===== src/rtl/ad7276_sample_ctrl.sv =====
// AD7276 frame controller: drives CS_n/SCLK, shifts in 16-bit frames, emits 12-bit codes on AXI-Stream.
// Define AD7276_OVERRUN_CNT_EN to add the saturating overrun_cnt output.
module ad7276_sample_ctrl #(
  parameter int DIV_WIDTH = 2
) (
  input  logic                 clk_in,
  input  logic                 rst,
  input  logic [DIV_WIDTH-1:0] div_ctrl,
  input  logic [7:0]           quiet_cycles,
  input  logic                 trig,
  input  logic                 cont_en,
  input  logic                 adc_sdata,
  output logic                 adc_cs_n,
  output logic                 adc_sclk,
  output logic [15:0]          m_axis_tdata,
  output logic                 m_axis_tvalid,
  input  logic                 m_axis_tready,
  output logic                 overrun,
  output logic                 busy
`ifdef AD7276_OVERRUN_CNT_EN
  ,
  output logic [15:0]          overrun_cnt
`endif
);
  // Half-period counter must hold 2^(2^DIV_WIDTH - 1) - 1.
  localparam int CNT_W = 2 ** DIV_WIDTH;

  typedef enum logic [1:0] {IDLE, START, SHIFT, QUIET} state_t;

  state_t               state_reg, state_next;
  logic [DIV_WIDTH-1:0] div_reg, div_next;
  logic [CNT_W-1:0]     half_cnt_reg, half_cnt_next;
  logic [3:0]           bit_cnt_reg, bit_cnt_next;
  logic [7:0]           quiet_cnt_reg, quiet_cnt_next;
  logic                 sclk_reg, sclk_next;
  logic                 cs_n_reg, cs_n_next;
  logic [13:0]          shift_reg;
  logic                 shift_en;
  logic                 frame_done;
  logic                 sample_rdy_reg;
  logic [15:0]          tdata_reg;
  logic                 tvalid_reg;
  logic                 overrun_reg;
  logic                 sample_drop;

  function automatic logic [CNT_W-1:0] half_m1(input logic [DIV_WIDTH-1:0] d);
    return (CNT_W'(1) << d) - CNT_W'(1);
  endfunction

  always_ff @(posedge clk_in) begin
    if (rst) begin
      state_reg     <= IDLE;
      div_reg       <= '0;
      half_cnt_reg  <= '0;
      bit_cnt_reg   <= '0;
      quiet_cnt_reg <= '0;
      sclk_reg      <= 1'b1;
      cs_n_reg      <= 1'b1;
      shift_reg     <= '0;
    end else begin
      state_reg     <= state_next;
      div_reg       <= div_next;
      half_cnt_reg  <= half_cnt_next;
      bit_cnt_reg   <= bit_cnt_next;
      quiet_cnt_reg <= quiet_cnt_next;
      sclk_reg      <= sclk_next;
      cs_n_reg      <= cs_n_next;
      if (shift_en)
        shift_reg <= {shift_reg[12:0], adc_sdata};
    end
  end

  always_comb begin
    state_next     = state_reg;
    div_next       = div_reg;
    half_cnt_next  = half_cnt_reg;
    bit_cnt_next   = bit_cnt_reg;
    quiet_cnt_next = quiet_cnt_reg;
    sclk_next      = sclk_reg;
    shift_en       = 1'b0;
    frame_done     = 1'b0;
    case (state_reg)
      IDLE: begin
        if (trig || cont_en) begin
          state_next    = START;
          div_next      = div_ctrl;
          half_cnt_next = half_m1(div_ctrl);
          sclk_next     = 1'b1;
        end
      end
      START: begin
        if (half_cnt_reg == '0) begin
          state_next    = SHIFT;
          sclk_next     = 1'b0;
          half_cnt_next = half_m1(div_reg);
          bit_cnt_next  = '0;
        end else begin
          half_cnt_next = half_cnt_reg - CNT_W'(1);
        end
      end
      SHIFT: begin
        if (half_cnt_reg != '0) begin
          half_cnt_next = half_cnt_reg - CNT_W'(1);
        end else if (!sclk_reg) begin
          // Data is captured on the cycle that raises SCLK.
          sclk_next     = 1'b1;
          shift_en      = 1'b1;
          half_cnt_next = half_m1(div_reg);
        end else if (bit_cnt_reg == 4'd15) begin
          state_next     = QUIET;
          frame_done     = 1'b1;
          quiet_cnt_next = (quiet_cycles == 8'd0) ? 8'd0 : quiet_cycles - 8'd1;
        end else begin
          sclk_next     = 1'b0;
          bit_cnt_next  = bit_cnt_reg + 4'd1;
          half_cnt_next = half_m1(div_reg);
        end
      end
      QUIET: begin
        if (quiet_cnt_reg != 8'd0) begin
          quiet_cnt_next = quiet_cnt_reg - 8'd1;
        end else if (cont_en) begin
          state_next    = START;
          div_next      = div_ctrl;
          half_cnt_next = half_m1(div_ctrl);
        end else begin
          state_next = IDLE;
        end
      end
      default: state_next = IDLE;
    endcase
  end

  always_comb begin
    cs_n_next = !((state_next == START) || (state_next == SHIFT));
    busy      = (state_reg != IDLE);
  end

  // A finished sample is offered one cycle after QUIET entry; a still-pending output wins.
  assign sample_drop = sample_rdy_reg && tvalid_reg && !m_axis_tready;

  always_ff @(posedge clk_in) begin
    if (rst) begin
      sample_rdy_reg <= 1'b0;
      tdata_reg      <= '0;
      tvalid_reg     <= 1'b0;
      overrun_reg    <= 1'b0;
    end else begin
      sample_rdy_reg <= frame_done;
      if (sample_rdy_reg && !sample_drop) begin
        tdata_reg  <= {4'b0000, shift_reg[13:2]};
        tvalid_reg <= 1'b1;
      end else if (sample_drop) begin
        overrun_reg <= 1'b1;
      end else if (tvalid_reg && m_axis_tready) begin
        tvalid_reg <= 1'b0;
      end
    end
  end

`ifdef AD7276_OVERRUN_CNT_EN
  logic [15:0] overrun_cnt_reg;

  always_ff @(posedge clk_in) begin
    if (rst)
      overrun_cnt_reg <= '0;
    else if (sample_drop && (overrun_cnt_reg != 16'hFFFF))
      overrun_cnt_reg <= overrun_cnt_reg + 16'd1;
  end

  assign overrun_cnt = overrun_cnt_reg;
`endif

  assign adc_cs_n      = cs_n_reg;
  assign adc_sclk      = sclk_reg;
  assign m_axis_tdata  = tdata_reg;
  assign m_axis_tvalid = tvalid_reg;
  assign overrun       = overrun_reg;
endmodule


===== config.mk =====
export PLATFORM = sky130hd
export DESIGN_NAME = ad7276_sample_ctrl
export DESIGN_NICKNAME = d
export VERILOG_FILES = /design/src/rtl/ad7276_sample_ctrl.sv
export SDC_FILE = /design/constraint.sdc
export NUM_CORES = 1
export LEC_CHECK = 0
export BUFFER_PORTS_ARGS = -buffer_cell sky130_fd_sc_hd__buf_2
export CAP_MARGIN = 20
export CELL_PAD_IN_SITES_DETAIL_PLACEMENT = 1
export CELL_PAD_IN_SITES_GLOBAL_PLACEMENT = 2
export CORE_MARGIN = 2
export CORE_UTILIZATION = 34
export DETAILED_ROUTE_END_ITERATION = 6
export GPL_TIMING_DRIVEN = 0
export HOLD_SLACK_MARGIN = 0.03
export PLACE_DENSITY = 0.82
export SYNTH_ARGS = -nofsm -noshare
export SYNTH_HDL_FRONTEND = slang
export SYNTH_SLANG_ARGS = --single-unit

===== constraint.sdc =====
create_clock -name clk_in -period 2.2 [get_ports clk_in]
set_input_delay 0.44 -clock clk_in [delete_from_list [all_inputs] [get_ports clk_in]]
set_output_delay 0.44 -clock clk_in [all_outputs]
set_load 0.05 [all_outputs]

==> results of run 1 <==
[metal layers]
metal  global-route usage  share of wire  wire, um
met1                0.197           0.47      3080
met2                0.289           0.49      3200
met3               0.0203          0.022       146
met4               0.0386          0.012        77
met5                    0              0         0
[cell families (layout without fill, tap and decap cells)]
| kind of cell | Yosys count | in the layout | synth area share |
|---|---|---|---|
| muxes | 19 | 19 | 0.0726 |
| other | 1 | 4 | 0.00141 |
| adders and majority gates | 11 | 11 | 0.0518 |
| xor gates and xnor gates | 2 | 2 | 0.00660 |
| and+or+nand+nor | 132 | 132 | 0.248 |
| AOI/OAI and AO/OA | 76 | 76 | 0.179 |
| buffers and inverters | 32 | 71 | 0.0566 |
| DFF | 51 | 51 | 0.385 |
[cell usage in the layout (no fill, tap or decap), types with 2 or more instances in the layout]
| master | instances |
|---|---|
| sky130_fd_sc_hd__buf_2 | 33 |
| sky130_fd_sc_hd__a211oi_1 | 8 |
| sky130_fd_sc_hd__nor3_2 | 3 |
| sky130_fd_sc_hd__nor2_1 | 43 |
| sky130_fd_sc_hd__clkbuf_1 | 9 |
| sky130_fd_sc_hd__ha_1 | 10 |
| sky130_fd_sc_hd__clkinv_4 | 2 |
| sky130_fd_sc_hd__a41oi_1 | 2 |
| sky130_fd_sc_hd__nand3_1 | 3 |
| sky130_fd_sc_hd__a31oi_1 | 4 |
| sky130_fd_sc_hd__nor2b_1 | 5 |
| sky130_fd_sc_hd__or4_1 | 2 |
| sky130_fd_sc_hd__dfxtp_1 | 50 |
| sky130_fd_sc_hd__o31ai_1 | 2 |
| sky130_fd_sc_hd__nor4_1 | 2 |
| sky130_fd_sc_hd__or3b_1 | 2 |
| sky130_fd_sc_hd__xnor2_1 | 2 |
| sky130_fd_sc_hd__inv_1 | 13 |
| sky130_fd_sc_hd__or3_1 | 2 |
| sky130_fd_sc_hd__o22ai_1 | 3 |
| sky130_fd_sc_hd__buf_4 | 6 |
| sky130_fd_sc_hd__a21oi_1 | 31 |
| sky130_fd_sc_hd__o21ai_0 | 12 |
| sky130_fd_sc_hd__and2_1 | 2 |
| sky130_fd_sc_hd__clkbuf_8 | 5 |
| sky130_fd_sc_hd__nor3_1 | 8 |
| sky130_fd_sc_hd__nand2b_1 | 3 |
| sky130_fd_sc_hd__nand2_1 | 38 |
| sky130_fd_sc_hd__mux2_2 | 2 |
| sky130_fd_sc_hd__nor3b_1 | 3 |
| sky130_fd_sc_hd__o2bb2ai_1 | 2 |
| sky130_fd_sc_hd__conb_1 | 4 |
| sky130_fd_sc_hd__mux2i_1 | 17 |
[critical path: cells and delay by family, from the launching register on]
kind | cells | cell delay (ns)
AOI/OAI and AO/OA | 2 | 0.28
adders and majority gates | 1 | 0.25
DFF | 1 | 0.49
and+or+nand+nor | 3 | 0.96
[metrics by stage]
step	cells	worst slack (ns)	area, sq um	TNS, ns	power [uW]
floorplan	327	0.306	2670	0	1210
global placement	460	0.00414	2950	0	1290
detailed placement	460	0.00350	2950	0	1300
CTS	468	0.0483	3050	0	1890
global route	468	-0.0194	3100	-0.0194	1970
finish	468	0.135	3100	0	1870
[report_power, final]
group          internal (uW)  switching, uW  total [uW]
Sequential               942           20.3         963
Combinational            124            202         325
Clock                    237            348         585
[what timing repair did]
action / CTS / global route
endpoints found under the setup margin: 6 / 12
gates resized for setup: 2 / 13
hold endpoints to repair: 0 / 0
hold buffers: 0 / 0
[how the worst max path moves through the flow]
stage / to / startpoint / slack [ns] / depth (start not counted)
2_1_floorplan: half_cnt_reg[1] / state_reg[0] / 0.31 / 8
3_3_place_gp: quiet_cnt_reg[5] / state_reg[0] / 0.004 / 8
3_5_place_dp: quiet_cnt_reg[5] / state_reg[0] / 0.003 / 8
4_1_cts: quiet_cnt_reg[6] / state_reg[1] / 0.05 / 7
5_1_grt: quiet_cnt_reg[0] / half_cnt_reg[0] / -0.02 / 7
6_report: quiet_cnt_reg[0] / state_reg[1] / 0.13 / 6
[layout make-up]
type	count	area, sq um
repair buffers	31	155
flip-flops and latches	51	1020
clock buffers	5	68.8
multi-input cells	244	1540
plain buffers	19	105
well taps	102	128
fillers	947	4550
clock inverters	3	28.8
inverters	13	48.8
==> results.txt, run 1 <==
The number of flip-flops under the largest register name is 14. The cell depth of the worst flop-to-flop path is 6. The cell accounting for the most synthesized area is sky130_fd_sc_hd__dfxtp_1. The number of buffers between clock root and the deepest sink came out at 2.

The core box area is 0.00765 sq mm. For this block, the initial DRC count from the detailed router was 81. The placed wire-length estimate after detailed placement is 4930 um.

The synthesis-stage register bit count came out at 51. The number of cells produced by synthesis came out at 324. The leakage power total is 0.00128 uW.

The share of the clock period used by the worst path came out at 0.939. The post-layout minimum cycle time is 2.07 ns. The mean area per synthesized cell is 8.19 sq um. Clock tree synthesis selected as its root buffer the cell sky130_fd_sc_hd__clkbuf_8. Final hold analysis gives a worst-case slack of 0.385 ns.

The hold-critical path depth is 3. The number of post-CTS setup repair buffers came out at 0. The overall routed net length came out at 6500 um. The highest-delay cell along the critical path is sky130_fd_sc_hd__dfxtp_1.

Sorting the synthesized cells by area gives the leading types as sky130_fd_sc_hd__dfxtp_1 38%, sky130_fd_sc_hd__mux2i_1 6.4%, sky130_fd_sc_hd__nor2_1 6.1%, sky130_fd_sc_hd__a21oi_1 5.8%, sky130_fd_sc_hd__nand2_1 5.4%. In the global route stage, overall resource usage came out at 0.159. The signed area change from the synthesized netlist to the final layout came out at 16.7%.

The cell row count came out at 32. The initial standard-cell utilization of the core came out at 0.347. The cell area that synthesis handed to floorplanning was 0.00266 sq mm. The clock skew came out at 0.0103 ns.

The CTS sink count is 51. The peak fanout along the critical path is 5. The final antenna diode count came out at 0. Counting the buffers created by CTS gives 5.

STA classifies the critical path startpoint as a register. The run finished with clean final reports. The signal on the critical path passes through ha_1 -> and4_4 -> and3_2 -> o21ai_1 -> or4_1 -> a31oi_1. The share of flip-flops with an asynchronous set or reset after synthesis came out at 0. The ratio of total power to cell area is 604 mW/mm^2. The maximum single-stage delay on the critical path came out at 0.49 ns. The count of endpoints failing setup in the final report came out at 0.

The overall die height is 92.4 um. The final weighted congestion of routability-driven global placement came out at 0.828. After detailed routing, the number of vias per cell comes to 5.04. The number of max-slew violations in the final report came to 0.

The global-route wire length before repair came out at 11200 um. The first TritonRoute pass finished after 4 iterations. The antenna violation net count after detailed routing is 0. The die width is 92.4 um.

The data required time at the worst endpoint came out at 2.44 ns. The warning count from the yosys run came out at 0. The flop-to-flop setup slack came out at 0.13 ns. The end point of the most critical hold path is shift_reg[0]. Measured against its own limit, the worst slew margin works out to 0.596. By count the netlist is led by 51 x sky130_fd_sc_hd__dfxtp_1, 43 x sky130_fd_sc_hd__nor2_1, 38 x sky130_fd_sc_hd__nand2_1. The max capacitance violation total came out at 0. The achievable frequency came out at 484 MHz. The post-CTS clock slew at the launch and capture registers of the worst setup and hold paths is 0.11 ns. The pin count of the biggest net entering global routing is 19. CTS built an H-tree with a depth of 2.

The average wire per cell in the routed design came out at 13.9 um. The fraction of the yosys area taken by sequential cells came out at 0.385. The number of global-route vias before repair came out at 2367. After global routing the overflow that remains totals 0. The type of the worst setup path is register to register.

Across the VDD grid, the largest voltage drop is 0.278 mV. The worst setup path is captured at a register. The routed layout has 2358 vias. TritonCTS built the clock tree. For the pin with the worst max-slew slack, the measured transition is 0.600 ns. By instance count, the leading cell after synthesis is sky130_fd_sc_hd__dfxtp_1. The count of distinct cell types in the synthesized netlist came out at 58. 37 I/O pins were placed. The final net count is 392. The die covers 0.00853 sq mm. For the worst setup path, the data arrival time is 2.30 ns. The hold violation count in the final report came to 0. The initial antenna violation count came out at 0. In this run the most critical hold path is launched from adc_sdata. The number of synthesized flops with an enable pin came out at 0. In this run the critical register-to-register path is launched from state_reg[1].

Of the cells placed in the final design, the portion with a size suffix greater than 1 is 0.186. The worst min-delay path class is primary input to register. The portion of synthesized cell area occupied by the leading cell type is 0.385. For this run, the leading register cell type out of synthesis is sky130_fd_sc_hd__dfxtp_1. The number of buffer cells added on primary ports came out at 31. The core utilization of the finished layout came out at 0.405. The detailed-route DRC error count is 0. The endpoint of the most critical register-to-register path is quiet_cnt_reg[0]. For the worst-skew pair, the clock arrives at the later sink with an insertion delay of 0.31 ns.
Power figures use the tool's default switching activity.
==> run 2: changes to the inputs <==
- REMOVE_ABC_BUFFERS: not set -> 1
==> run 2 against run 1 <==
Maximum frequency is 1.1% higher. Global-route usage increased by 0.34 points. Largest power group unchanged. Clock-buffer cell count rose by 1. Sequential power barely moved. Clock power up 20%. Sequential share of layout area is 0.38 points higher. Die area stayed put. First-iteration DRC count shrank 4.9%. Critical endpoint unchanged.
==> results.txt, run 2 (synthesis gave the netlist of run 1 again) <==
The total I/O pin count is 37 (unchanged). The iteration-0 DRC count of the detailed router is 77 (was 81). The startpoint type of the worst setup path is a register (unchanged). The number of max-slew violations in the final report came to 0 (unchanged). The final net count came out at 376 (was 392). The average wire per cell in the routed design is 14.5 um (was 13.9 um). The via density per instance is 5.14 (was 5.04). The tightest slew margin relative to the limit came out at 0.341 (was 0.596). Critical Path, Cell by Cell: inv_1 -> ha_4 -> and4_1 -> and3_4 -> o21ai_4 -> or4_1 -> a31oi_1 (was ha_1 -> and4_4 -> and3_2 -> o21ai_1 -> or4_1 -> a31oi_1). The TritonCTS clock tree is done (unchanged). The initial standard-cell utilization of the core is 0.347 (unchanged). The worst min-delay path class is primary input to register (unchanged).

The pin count of the biggest net entering global routing is 54 (was 19). The category of cells accounting for the largest share of critical-path delay was simple AND/OR/NAND/NOR gates (unchanged). The fraction of layout cells with a size suffix above 1 came out at 0.183 (was 0.186). The ratio of total power to cell area is 646 mW/mm^2 (was 604 mW/mm^2). The number of buffers between clock root and the deepest sink came out at 2 (unchanged).

The total congestion overflow after global routing is 0 (unchanged). The transition time at the pin with the least slew margin came out at 0.989 ns (was 0.600 ns). The number of flip-flops under the largest register name came to 14 (unchanged). The number of search-and-repair iterations in the first detailed-routing pass is 4 (unchanged). Most used cells in the layout excluding fill and tap cells: 49 x sky130_fd_sc_hd__dfxtp_1, 42 x sky130_fd_sc_hd__nor2_1, 38 x sky130_fd_sc_hd__nand2_1 (was 50 x sky130_fd_sc_hd__dfxtp_1, 43 x sky130_fd_sc_hd__nor2_1, 38 x sky130_fd_sc_hd__nand2_1). The leading cell type in the layout, fill and taps excluded is sky130_fd_sc_hd__dfxtp_1 (unchanged). The placement-stage worst setup slack is -0.429 ns (was 0.00350 ns). The signed area change from the synthesized netlist to the final layout was 15.2% (was 16.7%). Result of the run: completed (unchanged). The max capacitance violation total is 0 (unchanged). The endpoint kind of the worst setup timing path is a register (unchanged). The initial antenna violation count is 0 (unchanged). The data arrival at the endpoint of the critical path came out at 2.28 ns (was 2.30 ns). The post-CTS clock slew at the launch and capture registers of the worst setup and hold paths is 0.10 ns (was 0.11 ns). The maximum single-stage delay on the critical path came out at 0.48 ns (was 0.49 ns). The detailed-route DRC error count is 0 (unchanged). The final weighted congestion of routability-driven global placement is 0.746 (was 0.828). The achievable frequency is 490 MHz (was 484 MHz).

The count of endpoints failing setup in the final report is 0 (unchanged). The peak fanout along the critical path came out at 12 (was 5). The root buffer selected by CTS is sky130_fd_sc_hd__clkbuf_8 (unchanged). The number of buffers created by CTS was 5 (unchanged).

The cell row count is 32 (unchanged). The highest-delay cell along the critical path is sky130_fd_sc_hd__or4_1 (was sky130_fd_sc_hd__dfxtp_1). The share of the clock period used by the worst path is 0.928 (was 0.939). The post-route cell area is 0.00306 sq mm (was 0.00310 sq mm). The number of buffers and inverters on the critical path came out at 1 (was 0). The die width came to 92.4 um (unchanged). The number of global-route vias before repair came out at 2367 (unchanged). The global routing usage summed across all routing layers is 0.162 (was 0.159). The type of the worst setup path is register to register (unchanged). The core box area came out at 0.00765 sq mm (unchanged).

The CTS sink count is 51 (unchanged). The clock skew is 0.00706 ns (was 0.0103 ns). Setup repair after global routing could not meet its margin everywhere. The later-pin clock latency in the skew report is 0.31 ns (about the same).

The hold violation count in the final report is 0 (unchanged). The count of vias placed by the detailed router is 2322 (was 2358). The placed cell area came out at 0.00285 sq mm (was 0.00295 sq mm). The accumulated negative setup slack came out at 0 ns (unchanged). The antenna violation net count after detailed routing is 0 (unchanged). The post-layout minimum cycle time came out at 2.04 ns (was 2.07 ns). The largest vdd supply drop is 0.274 mV (was 0.278 mV).

The final antenna diode count is 0 (unchanged). The final worst setup slack is 0.158 ns (was 0.135 ns). The number of buffer cells added on primary ports is 32 (was 31). The post-cts hold buffer count is 0 (unchanged). The placed wire-length estimate after detailed placement is 4710 um (was 4930 um).

The deepest level of the CTS H-tree is 2 (unchanged). The overall routed net length is 6560 um (was 6500 um). The overall die height came out at 92.4 um (unchanged). The die outline area is 0.00853 sq mm (unchanged). The count of filler cells inserted in the layout is 925 (was 947). The global-route wire length before repair came out at 11200 um (about the same). The leakage power total came out at 0.00124 uW (was 0.00128 uW).

The data required time at the worst endpoint is 2.43 ns (was 2.44 ns).
==> run 2: metrics by stage <==
step	util	hold WS, ns	cells	total power, uW
6_report	0.400	0.362	452	1980
2_1_floorplan	-	0.426	308	1180
5_1_grt	0.400	0.362	452	2070
4_1_cts	0.395	0.355	452	1980
3_5_place_dp	0.373	0.450	442	1280
3_3_place_gp	0.373	0.439	442	1270
==> run 2: what timing repair did <==
action	4_1_cts	5_1_grt
buffers inserted	2	0
resized for setup	8	9
endpoints found under the setup margin	30	15
pin swaps	1	0
==> run 2: worst paths after layout <==
path / startpoint / to / slack (ns) / cells past startpoint
setup reg to reg: state_reg[0] / quiet_cnt_reg[0] / 0.16 / 7
setup / recovery: state_reg[0] / quiet_cnt_reg[0] / 0.16 / 7
hold / removal: adc_sdata / shift_reg[0] / 0.36 / 3
hold reg to reg: shift_reg[0] / shift_reg[0] / 0.46 / 2
==> run 2: routing by layer <==
layer,track usage,share of wire
met5,0,0
met4,0.0609,0.023
met3,0.0260,0.030
met2,0.290,0.50
met1,0.195,0.45
==> run 2: layout make-up <==
class	instances	area, sq um	area share
inverters	13	48.8	0.0160
repair buffers	34	175	0.0573
multi-input cells	244	1560	0.511
clock inverters	2	38.8	0.0127
well taps	102	128	0.0417
flip-flops and latches	51	1020	0.335
clock buffers	6	82.6	0.0270
==> run 2: power by group <==
group | internal [uW] | switching [uW]
Sequential | 942 | 21.2
Clock | 375 | 328
Combinational | 112 | 198
Total | 1430 | 547
==> run 2: worst register-to-register path, stage by stage, from the launching register on <==
cell	delay, ns
sky130_fd_sc_hd__dfxtp_2	0.36
sky130_fd_sc_hd__inv_1	0.14
sky130_fd_sc_hd__ha_4	0.17
sky130_fd_sc_hd__and4_1	0.28
sky130_fd_sc_hd__and3_4	0.25
sky130_fd_sc_hd__o21ai_4	0.12
sky130_fd_sc_hd__or4_1	0.49
sky130_fd_sc_hd__a31oi_1	0.16
